`config.mk`:
```
export PLATFORM = sky130hd
export DESIGN_NAME = crc32_nibble
export DESIGN_NICKNAME = d
export VERILOG_FILES = /design/src/rtl/crc32_pkg.sv /design/src/rtl/crc32_nibble_comb.sv /design/src/rtl/crc32_nibble.sv
export SDC_FILE = /design/constraint.sdc
export NUM_CORES = 1
export LEC_CHECK = 0
export BUFFER_PORTS_ARGS = -buffer_cell sky130_fd_sc_hd__buf_2
export CORE_MARGIN = 2
export CORE_UTILIZATION = 37
export CTS_BUF_LIST = sky130_fd_sc_hd__clkbuf_8
export DETAILED_ROUTE_END_ITERATION = 8
export HOLD_SLACK_MARGIN = 0.05
export MAX_ROUTING_LAYER = met4
export PLACE_DENSITY = 0.64
export SETUP_SLACK_MARGIN = 0.4
export SYNTH_ARGS = -nofsm -noshare
export SYNTH_HDL_FRONTEND = slang
export SYNTH_HIERARCHICAL = 1
export SYNTH_SLANG_ARGS = --single-unit
```
`constraint.sdc`:
```
create_clock -name clk -period 1.4 [get_ports clk]
set_input_delay 0 -clock clk [delete_from_list [all_inputs] [get_ports clk]]
set_output_delay 0 -clock clk [all_outputs]
set_load 0.02 [all_outputs]
```
`src/rtl/crc32_pkg.sv`:
```
// Shared constants and the reference 4-bit step for the CRC-32/BZIP2 nibble engine.
// Non-reflected polynomial, MSB-first bit order.
package crc32_pkg;

    localparam logic [31:0] CRC32_POLY    = 32'h04C11DB7;
    localparam logic [31:0] CRC32_INIT    = 32'hFFFFFFFF;
    localparam logic [31:0] CRC32_XOROUT  = 32'hFFFFFFFF;
    localparam logic [31:0] CRC32_RESIDUE = 32'h38FB2284;

    // Four serial LFSR steps; nibble bit 3 is the first bit on the wire.
    function automatic logic [31:0] crc32_step4(input logic [31:0] lfsr,
                                                input logic [3:0]  nibble);
        logic [31:0] acc;
        logic        fb;
        acc = lfsr;
        for (int i = 3; i >= 0; i--) begin
            fb  = acc[31] ^ nibble[i];
            acc = {acc[30:0], 1'b0} ^ (fb ? CRC32_POLY : 32'h00000000);
        end
        return acc;
    endfunction

endpackage

```
`src/rtl/crc32_nibble_comb.sv`:
```
// Purely combinational 4-bit unroll of the CRC-32 LFSR for an arbitrary polynomial.
// Processes data_in[3] first, matching MSB-first wire order.
module crc32_nibble_comb
    import crc32_pkg::*;
#(
    parameter logic [31:0] POLY = CRC32_POLY
) (
    input  logic [31:0] lfsr_in,
    input  logic [3:0]  data_in,
    output logic [31:0] lfsr_out
);

    // Unrolled next-state computation for one nibble.
    always_comb begin
        logic [31:0] acc;
        logic        fb;
        acc = lfsr_in;
        fb  = 1'b0;
        for (int i = 3; i >= 0; i--) begin
            fb  = acc[31] ^ data_in[i];
            acc = {acc[30:0], 1'b0} ^ (fb ? POLY : 32'h00000000);
        end
        lfsr_out = acc;
    end

endmodule

```
`src/rtl/crc32_nibble.sv`:
```
// Streaming CRC-32/BZIP2 generator/checker, one nibble per clock.
// Holds the LFSR and valid flag; crc_out is the complemented register value.
module crc32_nibble
    import crc32_pkg::*;
#(
    parameter logic [31:0] POLY   = CRC32_POLY,
    parameter logic [31:0] INIT   = CRC32_INIT,
    parameter logic [31:0] XOROUT = CRC32_XOROUT
) (
    input  logic        clk,
    input  logic        rst,
    input  logic        crc_en,
    input  logic [3:0]  data_in,
    output logic        crc_out_en,
    output logic [31:0] crc_out
);

    logic [31:0] lfsr_q;
    logic [31:0] lfsr_d;
    logic [31:0] lfsr_step_s;
    logic        crc_out_en_q;
    logic        crc_out_en_d;

    crc32_nibble_comb #(
        .POLY (POLY)
    ) u_comb (
        .lfsr_in  (lfsr_q),
        .data_in  (data_in),
        .lfsr_out (lfsr_step_s)
    );

    // Next-state selection: fold the nibble when enabled, otherwise hold.
    always_comb begin
        lfsr_d       = lfsr_q;
        crc_out_en_d = 1'b1;
        if (crc_en) begin
            lfsr_d = lfsr_step_s;
        end else begin
            lfsr_d = lfsr_q;
        end
    end

    // State registers; reset has priority so a nibble presented with rst is dropped.
    always_ff @(posedge clk) begin
        if (rst) begin
            lfsr_q       <= INIT;
            crc_out_en_q <= 1'b0;
        end else begin
            lfsr_q       <= lfsr_d;
            crc_out_en_q <= crc_out_en_d;
        end
    end

    assign crc_out    = lfsr_q ^ XOROUT;
    assign crc_out_en = crc_out_en_q;

endmodule

```
==> results of run 1 <==
-- how the worst min path moves through the flow --
stage	startpoint	endpoint	slack (ps)	cells past startpoint
5_1_grt	rst	lfsr_q[3]$_SDFFE_PP1P_	80	3
3_5_place_dp	rst	lfsr_q[28]$_SDFFE_PP1P_	360	3
3_3_place_gp	rst	lfsr_q[2]$_SDFFE_PP1P_	370	3
4_1_cts	rst	lfsr_q[7]$_SDFFE_PP1P_	60	3
6_report	rst	lfsr_q[28]$_SDFFE_PP1P_	60	3
2_1_floorplan	rst	lfsr_q[29]$_SDFFE_PP1P_	120	2
-- power by group through the flow --
| stage | logic (mW) | registers [mW] | clock network, mW |
|---|---|---|---|
| 3_3_place_gp | 1.43 | 1.18 | 0 |
| 3_5_place_dp | 1.43 | 1.18 | 0 |
| 2_1_floorplan | 1.23 | 1.15 | 0 |
| 5_1_grt | 1.91 | 1.18 | 0.879 |
| 4_1_cts | 1.71 | 1.16 | 0.827 |
| 6_report | 1.79 | 1.17 | 0.800 |
-- critical path: stages, from the launching register on --
cell	delay (ps)
dfxtp_4	420
xor2_4	320
xnor3_1	380
nand2_1	90
o211ai_2	70
-- kinds of logic after synthesis --
logic type	count (synthesis)
AO/OA/AOI/OAI	32
AND/OR/NAND/NOR	32
XOR/XNOR	41
buffers and inverters	53
flip-flops	33
-- final cells by class --
cell class	count	area, um2
tap	75	93.84
fill	525	2813
inverter	34	130.1
clock buffer	7	96.34
multi-input combinational	105	1396
clock inverter	1	5.005
sequential	33	678.2
timing repair buffer	77	638.1
-- per-layer routing --
metal | wire (um) | global-route usage, % | share of wire, % | vias up
met2 | 2242 | 24.10 | 49 | 32
met4 | 15 | 3.220 | 0.33 | 0
met5 | 0 | - | 0 | -
met1 | 2118 | 19.69 | 46 | 687
met3 | 226 | 4.222 | 4.9 | 2
li1 | - | - | - | 744
-- synthesized netlist by cell type (2+ instances only) --
| cell type | number | area share, % |
|---|---|---|
| buf_6 | 4 | 2.0 |
| nand2_1 | 32 | 5.4 |
| dfxtp_1 | 33 | 30 |
| o211ai_1 | 4 | 1.4 |
| buf_8 | 2 | 1.4 |
| buf_2 | 3 | 0.68 |
| xnor3_1 | 24 | 24 |
| xnor2_1 | 11 | 4.4 |
| xnor2_2 | 2 | 1.5 |
| o211ai_2 | 28 | 16 |
| inv_1 | 33 | 5.6 |
| buf_4 | 9 | 3.1 |
-- timing repair --
item,in CTS,in global routing
hold buffers,0,0
resized for setup,31,13
gates cloned,0,0
setup endpoints to repair,29,29
endpoints found under the hold margin,0,0
buffers inserted,22,6
pin swaps,11,8
-- per-stage QoR --
stage                     total power [mW]  TNS, ps  hold WS (ps)  utilization, %
after detailed placement             2.615    -2112         356.4           42.77
final                                3.760   -7.166         62.28           51.92
after CTS                            3.698   -10.56         63.05           50.13
after floorplan                      2.380        0         123.6               -
after global routing                 3.976   -375.6         78.54           51.92
after global placement               2.607    -1609         371.1           42.77
-- state kept, by name (all words and copies together) (netlist names) --
name / count
crc_out_en: 1
lfsr_q: 32
==> impl_metrics.csv, run 1 <==
group,metric,value,unit
synth,ys_warn_count,6,
synth,synth.distinct_cells,18,
die,rows,28,
synth,synth_edf_count,0,
drt,wire_per_inst,13.86,um
final_layout,antenna_cells,0,
cts,cts_made_buffers,5,
drt,final_antenna_net_count,0,
place,placedCellCount,296,
pwr,power.leakage,1.727,nW
critical_path,r2r-end,"lfsr_q[4]$_SDFFE_PP1P_",
drt,drc_errors,0,
timing,fin_crit,1407,ps
critical_path,crit_start,"lfsr_q[30]$_SDFFE_PP1P_",
synth,syn_avg_cell_area,11.58,um2
timing,fmaxAchievable,0.7106,GHz
place,dp_slack,-276.8,ps
critical_path,end_kind,"flop",
final_layout,layout_commonest_cell,"buf_2",
timing,clock_skew,3.131,ps
synth,synth_top_family_by_area,"XOR/XNOR gates",
synth,synth_seq_area_share,29.86,%
timing,relSlewSlack,78.16,%
pwr,p_sw_share,31.95,%
pwr,comb_power_share,47.6,%
synth,synth-simple-area-share,5.430,%
critical_path,crit_type,"reg2reg",
place,place_area,0.002502,mm2
timing,finalHoldViolations,0,
synth,muxShareOfSynthArea,0,%
final_layout,drive_above_1_share,53.70,%
synth,synth_compound_area_share,17.19,%
cts,cts_buffer_depth,2,
cts,h-tree-depth,2,
synth,synth-main-ff-cell,"dfxtp_1",
die,ioPinCount,40,
worst_hold_path,min_path_type,"in2reg",
cts,insertion_delay,280,ps
critical_path,cp_max_fo,6,
critical_path,r2r-start,"lfsr_q[30]$_SDFFE_PP1P_",
global_route,grt_usage,15.28,%
flow_run,cap_viol_max_count,0,
pwr,peakVddDrop,0.6288,mV
global_route,grt_pass1_wl,7327,um
drt,wl,4603,um
synth,synth_xor_area_share,33.71,%
timing,worst_slack,-7.166,ps
global_route,antenna_found_initial,0,
outcome,violations,"negative setup slack",
final_layout,fin_nets,263,
timing,setup_viol,1,
global_route,gr-total-overflow,0,
synth,synth.ff_latch_count,33,
final_layout,post-route-cell-area,0.003038,mm2
global_route,grt_pass1_vias,1469,
critical_path,reg2reg_depth,4,
place,portBuffers,39,
pwr,internal_power,2.558,mW
critical_path,critPathArrivalTime,1560,ps
final_layout,areaGrowthSynthToFinish,37.33,%
die,start_util,37.81,%
pwr,power.density,1238,mW/mm2
drt,dr.pass1.iters,4,
drt,routed_via_density,4.413,
die,die-area,0.006613,mm2
critical_path,cp-start-kind,"flop",
global_route,grt_max_degree,65,
place,place.gp.congestion,0.7432,
final_layout,mostFrequentLayoutCells,"buf_2, nand2_1, inv_1",
critical_path,cp_data_required_time,1560,ps
cts,clockRootBuffer,"clkbuf_8",
die,dieHeight,81.32,um
synth,synth_nets,198,
timing,min_period_over_period,100.5,%
drt,num_vias,1465,
cts,clkSinkCount,33,
die,die_w,81.32,um
timing,tightest_slew,327.7,ps
timing,drv_slew,0,
outcome,status,"finished with violations",
critical_path,worstSetupEndpoint,"lfsr_q[4]$_SDFFE_PP1P_",
synth,synth_fa_ha_area_share,0,%
pwr,power_frac_seq,31.1,%
synth,synth_area,0.002212,mm2
pwr,clockPowerShare,21.3,%
synth,synth_cells,191,
final_layout,finalNonFillerCells,332,
pwr,p_sw,1.201,mW
drt,first_iter_violations,38,
critical_path,r2r_setup_slack,-7,ps
cts,cts_tree,"done",
synth,async_flop_share,0,%
place,dpl.hpwl,2881,um
die,core-area,0.005851,mm2
timing,rsz0062_at_grt,"yes",
cts,path_clk_slew,70,ps
Note: power is estimated with default switching activity, not from simulation.
==> run 2: changes to the inputs <==
--- a/config.mk
+++ b/config.mk
@@ -6,7 +6,6 @@
 export NUM_CORES = 1
 export LEC_CHECK = 0
 export BUFFER_PORTS_ARGS = -buffer_cell sky130_fd_sc_hd__buf_2
-export CORE_MARGIN = 2
 export CORE_UTILIZATION = 37
 export CTS_BUF_LIST = sky130_fd_sc_hd__clkbuf_8
 export DETAILED_ROUTE_END_ITERATION = 8
==> impl_metrics.csv, run 2 (same netlist as run 1, synthesis figures left out) <==
group,metric,value,unit
outcome,status,"finished, final reports clean",
final_layout,antenna_cells,0,
critical_path,path_depth,5,
global_route,grt_pass1_vias,1385,
critical_path,cp_data_required_time,1580,ps
critical_path,crit_slowest_cell,"dfxtp_4",
cts,clkSinkCount,33,
critical_path,path_buf_inv,1,
die,die_w,79.32,um
place,dpl.hpwl,2844,um
global_route,grt_usage,15.49,%
critical_path,r2r-end,"lfsr_q[23]$_SDFFE_PP1P_",
drt,first_iter_violations,72,
drt,wire_per_inst,14.17,um
final_layout,largest_reg_flops,32,
critical_path,slowest_delay,380,ps
global_route,gr-total-overflow,0,
die,rows,27,
global_route,grt_max_degree,65,
cts,clockRootBuffer,"clkbuf_8",
drt,wl,4533,um
worst_hold_path,min_path_type,"in2reg",
timing,relSlewSlack,77.82,%
worst_hold_path,min_to,"crc_out_en$_DFF_P_",
timing,setup_viol,0,
die,dieHeight,79.32,um
cts,hold_buffers,0,
drt,num_vias,1450,
pwr,peakVddDrop,0.7077,mV
die,start_util,39.21,%
cts,insertion_delay,290,ps
timing,fin_crit,1371,ps
pwr,power.density,1346,mW/mm2
pwr,power.leakage,1.669,nW
timing,tightest_slew,332.7,ps
critical_path,cp_max_fo,6,
timing,hold_slack,84.68,ps
critical_path,path_cells,"xnor2_4, buf_6, xor3_1, nand2_1, o211ai_2",
drt,dr.pass1.iters,4,
die,core-area,0.005642,mm2
timing,clock_skew,9.067,ps
die,die-area,0.006292,mm2
cts,h-tree-depth,2,
final_layout,fin_nets,254,
final_layout,largest_register,"lfsr_q",
final_layout,mostFrequentLayoutCells,"buf_2, nand2_1, inv_1",
global_route,antenna_found_initial,0,
timing,fmaxAchievable,0.7295,GHz
drt,final_antenna_net_count,0,
worst_hold_path,holdPathStages,3,
final_layout,drive_above_1_share,50.00,%
place,portBuffers,39,
cts,cts_buffer_depth,2,
cts,cts_made_buffers,5,
critical_path,cp_top_family,"XOR/XNOR gates",
final_layout,areaGrowthSynthToFinish,31.73,%
critical_path,critPathArrivalTime,1550,ps
critical_path,crit_type,"reg2reg",
place,place.gp.congestion,0.7032,
critical_path,reg2reg_depth,5,
timing,rsz0062_at_grt,"yes",
global_route,grt_pass1_wl,7113,um
timing,min_period_over_period,97.91,%
final_layout,layout_commonest_cell,"buf_2",
flow_run,cap_viol_max_count,0,
cts,path_clk_slew,80,ps
worst_hold_path,hp-start,"rst",
drt,routed_via_density,4.531,
final_layout,fillers,489,
die,ioPinCount,40,
timing,drv_slew,0,
cts,cts_tree,"done",
drt,drc_errors,0,
timing,finalHoldViolations,0,
critical_path,r2r_setup_slack,30,ps
timing,tns,0,ps
critical_path,end_kind,"flop",
critical_path,cp-start-kind,"flop",
critical_path,r2r-start,"lfsr_q[28]$_SDFFE_PP1P_",
[run 2: report_power, final]
part / total [mW] / internal (mW) / switching [mW]
combinational: 1.67 / 0.960 / 0.712
clock: 1.08 / 0.707 / 0.372
sequential: 1.17 / 1.06 / 0.109
[run 2: through the flow]
step                power [mW]  setup slack (ps)  instance area, um2  instances  util, %
floorplan                2.380             89.55                2315        191        -
global placement         2.602            -180.2                2484        291    44.02
detailed placement       2.615            -238.6                2484        291    44.02
CTS                      3.860             37.22                2803        317    49.68
global route             4.130            -41.15                2914        320    51.65
finish                   3.922             29.28                2914        320    51.65
[run 2: layer usage]
layer	vias up	global-route usage, %	share of wire [%]
li1	723	-	-
met1	693	21.06	47
met2	27	22.76	48
met3	7	3.563	3.6
met4	0	4.909	1.2
met5	-	-	0
[run 2: area by class of cell]
class | count | area (um2) | area share (%)
multi-input combinational | 105 | 1370 | 47.02
sequential | 33 | 675.6 | 23.19
timing repair buffer | 68 | 516.7 | 17.73
inverter | 34 | 127.6 | 4.380
tap | 72 | 90.09 | 3.091
clock buffer | 5 | 68.82 | 2.362
clock inverter | 3 | 65.06 | 2.233
[run 2: worst max-delay path by stage]
stage                              endpoint  slack, ps                    start
global placement     lfsr_q[5]$_SDFFE_PP1P_       -180  lfsr_q[29]$_SDFFE_PP1P_
detailed placement  lfsr_q[12]$_SDFFE_PP1P_       -240  lfsr_q[29]$_SDFFE_PP1P_
floorplan            lfsr_q[2]$_SDFFE_PP1P_         90  lfsr_q[30]$_SDFFE_PP1P_
CTS                 lfsr_q[25]$_SDFFE_PP1P_         40  lfsr_q[30]$_SDFFE_PP1P_
global route        lfsr_q[13]$_SDFFE_PP1P_        -40  lfsr_q[30]$_SDFFE_PP1P_
finish              lfsr_q[23]$_SDFFE_PP1P_         30  lfsr_q[28]$_SDFFE_PP1P_
[run 2: worst register-to-register path: stages, from the launching register on]
cell and delay [ps]:
dfxtp_4 380, xnor2_4 250, buf_6 180, xor3_1 300, nand2_1 90, o211ai_2 70
[run 2: repair_timing]
item	4_1_cts	5_1_grt
hold endpoints to repair	0	0
pin swaps	6	8
buffers inserted	18	3
gates resized for setup	12	17
setup endpoints to repair	29	29
cloned	0	0
